`config.mk`:
```
export PLATFORM = sky130hd
export DESIGN_NAME = dnn_mlp_param
export DESIGN_NICKNAME = d
export VERILOG_FILES = /design/src/rtl/dnn_mlp_param.sv
export SDC_FILE = /design/constraint.sdc
export NUM_CORES = 2
export LEC_CHECK = 0
export CORE_ASPECT_RATIO = 0.9
export CORE_MARGIN = 2
export CORE_UTILIZATION = 62
export DETAILED_ROUTE_END_ITERATION = 12
export PLACE_DENSITY_LB_ADDON = 0.1
export SYNTH_ARGS = -nofsm -noshare
export SYNTH_HDL_FRONTEND = slang
export SYNTH_SLANG_ARGS = --single-unit
```
`constraint.sdc`:
```
create_clock -name clk -period 15.9 [get_ports clk]
set_input_delay 2.385 -clock clk [delete_from_list [all_inputs] [get_ports clk]]
set_output_delay 2.385 -clock clk [all_outputs]
set_load 0.01 [all_outputs]
```
`src/rtl/dnn_mlp_param.sv`:
```
// Two-layer fully connected network (input -> hidden -> output) evaluated
// over several cycles with LANES multiply-accumulate lanes per layer.
// The hidden layer uses ReLU unless bypassed for that vector.
module dnn_mlp_param #(
    parameter int N_IN  = 4,
    parameter int N_HID = 4,
    parameter int N_OUT = 2,
    parameter int XW    = 7,
    parameter int WW    = 5,
    parameter int LANES = 2
) (
    input  logic                      clk,
    input  logic                      rst_n,
    input  logic                      in_valid,
    output logic                      in_ready,
    input  logic [N_IN*XW-1:0]        x,
    input  logic [N_IN*N_HID*WW-1:0]  w1,
    input  logic [N_HID*N_OUT*WW-1:0] w2,
    input  logic                      relu_bypass,
    output logic                      out_valid,
    input  logic                      out_ready,
    output logic [N_OUT*(XW+WW+$clog2(N_IN)+WW+$clog2(N_HID))-1:0] out
);

    localparam int HW   = XW + WW + $clog2(N_IN);
    localparam int OW   = HW + WW + $clog2(N_HID);
    localparam int L1C  = (N_HID + LANES - 1) / LANES;
    localparam int L2C  = (N_OUT + LANES - 1) / LANES;
    localparam int MAXC = (L1C > L2C) ? L1C : L2C;
    localparam int CW   = (MAXC > 1) ? $clog2(MAXC) : 1;
    localparam logic [CW-1:0] L1_LAST = CW'(L1C - 1);
    localparam logic [CW-1:0] L2_LAST = CW'(L2C - 1);

    typedef enum logic [1:0] {IDLE, L1, L2, DONE} state_t;

    state_t                 state_q, state_d;
    logic [CW-1:0]          cnt_q, cnt_d;
    logic                   accept;

    logic signed [XW-1:0]   x_q   [N_IN];
    logic signed [WW-1:0]   w1_q  [N_HID][N_IN];
    logic signed [WW-1:0]   w2_q  [N_OUT][N_HID];
    logic                   byp_q;

    logic signed [HW-1:0]   hid_q [N_HID];
    logic signed [OW-1:0]   out_q [N_OUT];

    logic signed [WW-1:0]   w1sel [LANES][N_IN];
    logic signed [WW-1:0]   w2sel [LANES][N_HID];
    logic signed [HW-1:0]   hsum  [LANES];
    logic signed [OW-1:0]   osum  [LANES];

    // Hidden activation: ReLU clamps negatives to zero unless bypassed.
    function automatic logic signed [HW-1:0] act(input logic signed [HW-1:0] s,
                                                 input logic byp);
        if (!byp && s[HW-1]) return '0;
        return s;
    endfunction

    assign accept = in_valid & in_ready;

    // State register and cycle counter within the current layer.
    always_ff @(posedge clk or negedge rst_n) begin
        if (!rst_n) begin
            state_q <= IDLE;
            cnt_q   <= '0;
        end else begin
            state_q <= state_d;
            cnt_q   <= cnt_d;
        end
    end

    // Next-state logic: each layer runs for its ceil(nodes/LANES) cycles.
    always_comb begin
        state_d = state_q;
        cnt_d   = cnt_q;
        case (state_q)
            IDLE: begin
                cnt_d = '0;
                if (in_valid) state_d = L1;
            end
            L1: begin
                if (cnt_q == L1_LAST) begin
                    state_d = L2;
                    cnt_d   = '0;
                end else begin
                    cnt_d = cnt_q + CW'(1);
                end
            end
            L2: begin
                if (cnt_q == L2_LAST) begin
                    state_d = DONE;
                    cnt_d   = '0;
                end else begin
                    cnt_d = cnt_q + CW'(1);
                end
            end
            DONE: begin
                if (out_ready) state_d = IDLE;
            end
            default: state_d = IDLE;
        endcase
    end

    // Handshake outputs decoded from the state.
    always_comb begin
        in_ready  = (state_q == IDLE);
        out_valid = (state_q == DONE);
    end

    // Operand capture on accept; contents are don't-care outside a vector.
    always_ff @(posedge clk) begin
        if (accept) begin
            for (int i = 0; i < N_IN; i++)
                x_q[i] <= x[i*XW +: XW];
            for (int h = 0; h < N_HID; h++)
                for (int i = 0; i < N_IN; i++)
                    w1_q[h][i] <= w1[(h*N_IN+i)*WW +: WW];
            for (int o = 0; o < N_OUT; o++)
                for (int h = 0; h < N_HID; h++)
                    w2_q[o][h] <= w2[(o*N_HID+h)*WW +: WW];
            byp_q <= relu_bypass;
        end
    end

    // Layer-1 lanes: pick this cycle's weight columns, then dot with x.
    always_comb begin
        for (int l = 0; l < LANES; l++)
            for (int i = 0; i < N_IN; i++)
                w1sel[l][i] = '0;
        for (int h = 0; h < N_HID; h++)
            if (cnt_q == CW'(h / LANES))
                for (int i = 0; i < N_IN; i++)
                    w1sel[h % LANES][i] = w1_q[h][i];
        for (int l = 0; l < LANES; l++) begin
            hsum[l] = '0;
            for (int i = 0; i < N_IN; i++)
                hsum[l] = hsum[l] + HW'(x_q[i]) * HW'(w1sel[l][i]);
        end
    end

    // Layer-2 lanes: pick this cycle's weight columns, then dot with hidden.
    always_comb begin
        for (int l = 0; l < LANES; l++)
            for (int h = 0; h < N_HID; h++)
                w2sel[l][h] = '0;
        for (int o = 0; o < N_OUT; o++)
            if (cnt_q == CW'(o / LANES))
                for (int h = 0; h < N_HID; h++)
                    w2sel[o % LANES][h] = w2_q[o][h];
        for (int l = 0; l < LANES; l++) begin
            osum[l] = '0;
            for (int h = 0; h < N_HID; h++)
                osum[l] = osum[l] + OW'(hid_q[h]) * OW'(w2sel[l][h]);
        end
    end

    // Hidden registers: write the nodes owned by this L1 cycle.
    always_ff @(posedge clk or negedge rst_n) begin
        if (!rst_n) begin
            for (int h = 0; h < N_HID; h++) hid_q[h] <= '0;
        end else if (state_q == L1) begin
            for (int h = 0; h < N_HID; h++)
                if (cnt_q == CW'(h / LANES))
                    hid_q[h] <= act(hsum[h % LANES], byp_q);
        end
    end

    // Output registers: write the nodes owned by this L2 cycle; hold otherwise.
    always_ff @(posedge clk or negedge rst_n) begin
        if (!rst_n) begin
            for (int o = 0; o < N_OUT; o++) out_q[o] <= '0;
        end else if (state_q == L2) begin
            for (int o = 0; o < N_OUT; o++)
                if (cnt_q == CW'(o / LANES))
                    out_q[o] <= osum[o % LANES];
        end
    end

    for (genvar o = 0; o < N_OUT; o++) begin : g_out
        assign out[o*OW +: OW] = out_q[o];
    end

endmodule

```
==> results.sh <==
export IMPL_post_route_min_period_ps=8405
export IMPL_finalHoldViolCount=0
export IMPL_startpoint_type="register"
export IMPL_worst_pin_slew_ps=1233
export IMPL_cp_top_family="adder cells"
export IMPL_grt_remaining_overflow=0
export IMPL_setup_viol_count_final=0
export IMPL_post_cts_buffers=0
export IMPL_max_stage_delay_ps=940
export IMPL_synth_edf_count=149
export IMPL_crit_slowest_cell="dfrtp_4"
export IMPL_drv_cap=0
export IMPL_fin_crit_sh_pct=52.86
export IMPL_port_buffers=196
export IMPL_wl_per_cell_um=19.13
export IMPL_grt_use_total_pct=29.70
export IMPL_globalplace_congestion=0.8939
export IMPL_cts_tree="yes"
export IMPL_hold_depth=2
export IMPL_chipHeight_um=252.1
export IMPL_wl_met2_um=49550
export IMPL_synth_area_leader_cell="fa_1"
export IMPL_max_slew_margin_pct=17.61
export IMPL_layout_common_cells="1,110 x inv_1, 920 x fa_1, 413 x nand2_1"
export IMPL_critPathBufInv=5
export IMPL_rsz0062_at_grt="false"
export IMPL_num_rows=90
export IMPL_cts_root_buf="clkbuf_16"
export IMPL_grt_pass1_vias=30330
export IMPL_first_pass_iters=5
export IMPL_syn_nets=5585
export IMPL_topRoutingLayerUsed="met4"
export IMPL_cts_resized=0
export IMPL_viasPerCell=5.329
export IMPL_final_common_cell="inv_1"
export IMPL_holdPathEnd="out[26]"
export IMPL_synth_avg_cell_area_um2=10.09
export IMPL_ys_types=58
export IMPL_layout_cells_non_filler=5203
export IMPL_grt_pass1_wl_um=160900
export IMPL_wl_met1_um=40900
export IMPL_die_x_um=279.7
export IMPL_crit_fanout=55
export IMPL_ant_nets=0
export IMPL_fin_skew_ps=13.02
export IMPL_start_util_pct=62.97
export IMPL_post_route_drc_count=0
export IMPL_yosysTopAreaCellShare_pct=43.43
export IMPL_cts_sinks=250
export IMPL_drt_total_wl_um=99510
export IMPL_critPathMostFrequentCell="fa_1"
export IMPL_outcome="completed"
export IMPL_dp_cells=5147
export IMPL_numCtsBuffers=29
export IMPL_ys_seq_area_share_pct=16.51
export IMPL_worstSetupPathType="register to register"
export IMPL_place_ws_ps=7543
export IMPL_grt_antenna_before_repair=3
export IMPL_vias=27730
export IMPL_cp_end_kind="register"
export IMPL_setup_ws_ps=7495
export IMPL_drive_above_1_share_pct=3.675
export IMPL_required_ps=16450
export IMPL_fmax_mhz=119.0
export IMPL_synthTopCellsByArea="fa_1 43%, edfxtp_1 11%, inv_1 9.8%"
export IMPL_ff2ff_path_depth=22
export IMPL_ctsLongestPathBuffers=3
export IMPL_dp_hpwl_um=85600
export IMPL_synth_seq_cells=250
export IMPL_grt_max_degree=80
export IMPL_reg2reg_slack_ps=7500
export IMPL_min_from="out[26]"
export IMPL_ctsHoldBuffers=0
export IMPL_synth_area_um2=42410
export IMPL_die_area_um2=70510
export IMPL_dr_first_iter_drc_count=1424
export IMPL_arrival_ps=8960
export IMPL_tns_ps=0
export IMPL_hold_path_class="register to register"
export IMPL_area_growth_syn_to_layout_pct=8.651
export IMPL_core_area_um2=67340
export IMPL_yosys_warnings=0
export IMPL_ios=197
export IMPL_crit_path_cell_trace="buf_4 -> mux2i_1 -> nor2b_1 -> fa_1 -> fa_1 -> inv_1 -> fa_1 -> inv_1 -> fa_1 -> fa_1 -> inv_1 -> fa_1 -> inv_1 -> fa_1 -> ha_1 -> o21ai_1 -> o21ai_1 -> nand3_1 -> o21ai_0 -> xnor2_1 -> a21oi_1 -> a22o_1"
export IMPL_wl_met3_um=4642
export IMPL_clk_latency_ps=630
export IMPL_r2r_start="cnt_q"
export IMPL_final_net_count=5686
export IMPL_htreeDepth=1
export IMPL_async_flop_share_pct=40.40
export IMPL_clk_pin_slew_ps=60
export IMPL_drv_slew=0
export IMPL_r2r_end="hid_q[19]"
export IMPL_synth_cells=4203
export IMPL_synth_flop_cell="edfxtp_1"
[tightest hold or removal path: cells and delay by family, from the launching register on]
| family | cells | cell delay (ps) |
|---|---|---|
| and+or+nand+nor | 1 | 40 |
| DFF | 1 | 340 |
| AOI/OAI and AO/OA | 1 | 60 |
[metal layers]
| metal | vias up | track usage [%] |
|---|---|---|
| met3 | 219 | 2.958 |
| met1 | 14210 | 38.93 |
| met5 | - | 0 |
| li1 | 12520 | - |
| met2 | 786 | 51.73 |
| met4 | 0 | 11.00 |
[Yosys cell counts (4+ instances only)]
cell         n
nand3_1     16
and3_1       4
o21ai_1     22
ha_1       309
a21oi_1     48
edfxtp_1   149
a211oi_1     5
nor3_1       7
o21ai_0     50
dfrtp_1    101
o21bai_1     7
nand2_1    413
inv_1     1110
nor3b_1      6
mux2_2      23
o211ai_1     8
a21o_1      19
clkbuf_1   125
buf_2        6
nand2b_1    60
nor2_1     112
a22o_1      44
mux2i_1     25
and2_1     281
o31ai_1     13
buf_1       24
o21a_1       7
or2_2       53
xnor2_1     75
nor2b_1     90
xor2_1      25
nor4_1       6
nand4_1      5
fa_1       920
[cells by family (layout without fill, tap and decap cells)]
group	Yosys count	count (layout)	share of synthesized area, %
other cells	0	3	0
buf+inv	1267	1390	11.23
flops	250	250	16.51
simple gates	1069	1069	12.68
xor+xnor	100	100	2.065
mux	48	48	1.201
compound gates	240	240	3.759
fa+ha+maj	1229	1229	52.55
[flip-flops by register name (all words and copies together) (netlist names)]
signal and flops:
w1_q 80, hid_q 56, out 42, w2_q 40
x_q 28, state_q 2, byp_q 1, cnt_q 1
[worst max-delay path by stage]
| stage | slack (ps) | cells after the start | startpoint | to |
|---|---|---|---|---|
| 2_1_floorplan | 8850 | 27 | cnt_q | hid_q[42] |
| 3_3_place_gp | 7630 | 22 | cnt_q | hid_q[54] |
| 3_5_place_dp | 7540 | 22 | cnt_q | hid_q[45] |
| 4_1_cts | 7460 | 22 | cnt_q | hid_q[48] |
| 5_1_grt | 6980 | 22 | cnt_q | hid_q[20] |
| 6_report | 7500 | 22 | cnt_q | hid_q[19] |
[area by class of cell]
class,instances,area (um2)
diodes,3,7.507
clock buffers,36,752.0
clock inverters,17,214.0
fillers,5203,21260
inverters,1112,4174
multi-input cells,2686,30650
flip-flops and latches,250,7005
well taps,874,1094
repair buffers,225,2177
[per-stage QoR]
stage	instance area, um2	utilization, %	hold WS, ps
global placement	45100	66.98	458.9
CTS	46070	68.41	485.5
floorplan	42410	-	446.6
finish	46080	68.42	480.0
global route	46070	68.41	507.8
detailed placement	45100	66.98	461.9
Power is not shown: default switching activity piles up to over one toggle a cycle in this logic, so the estimate is an artifact.
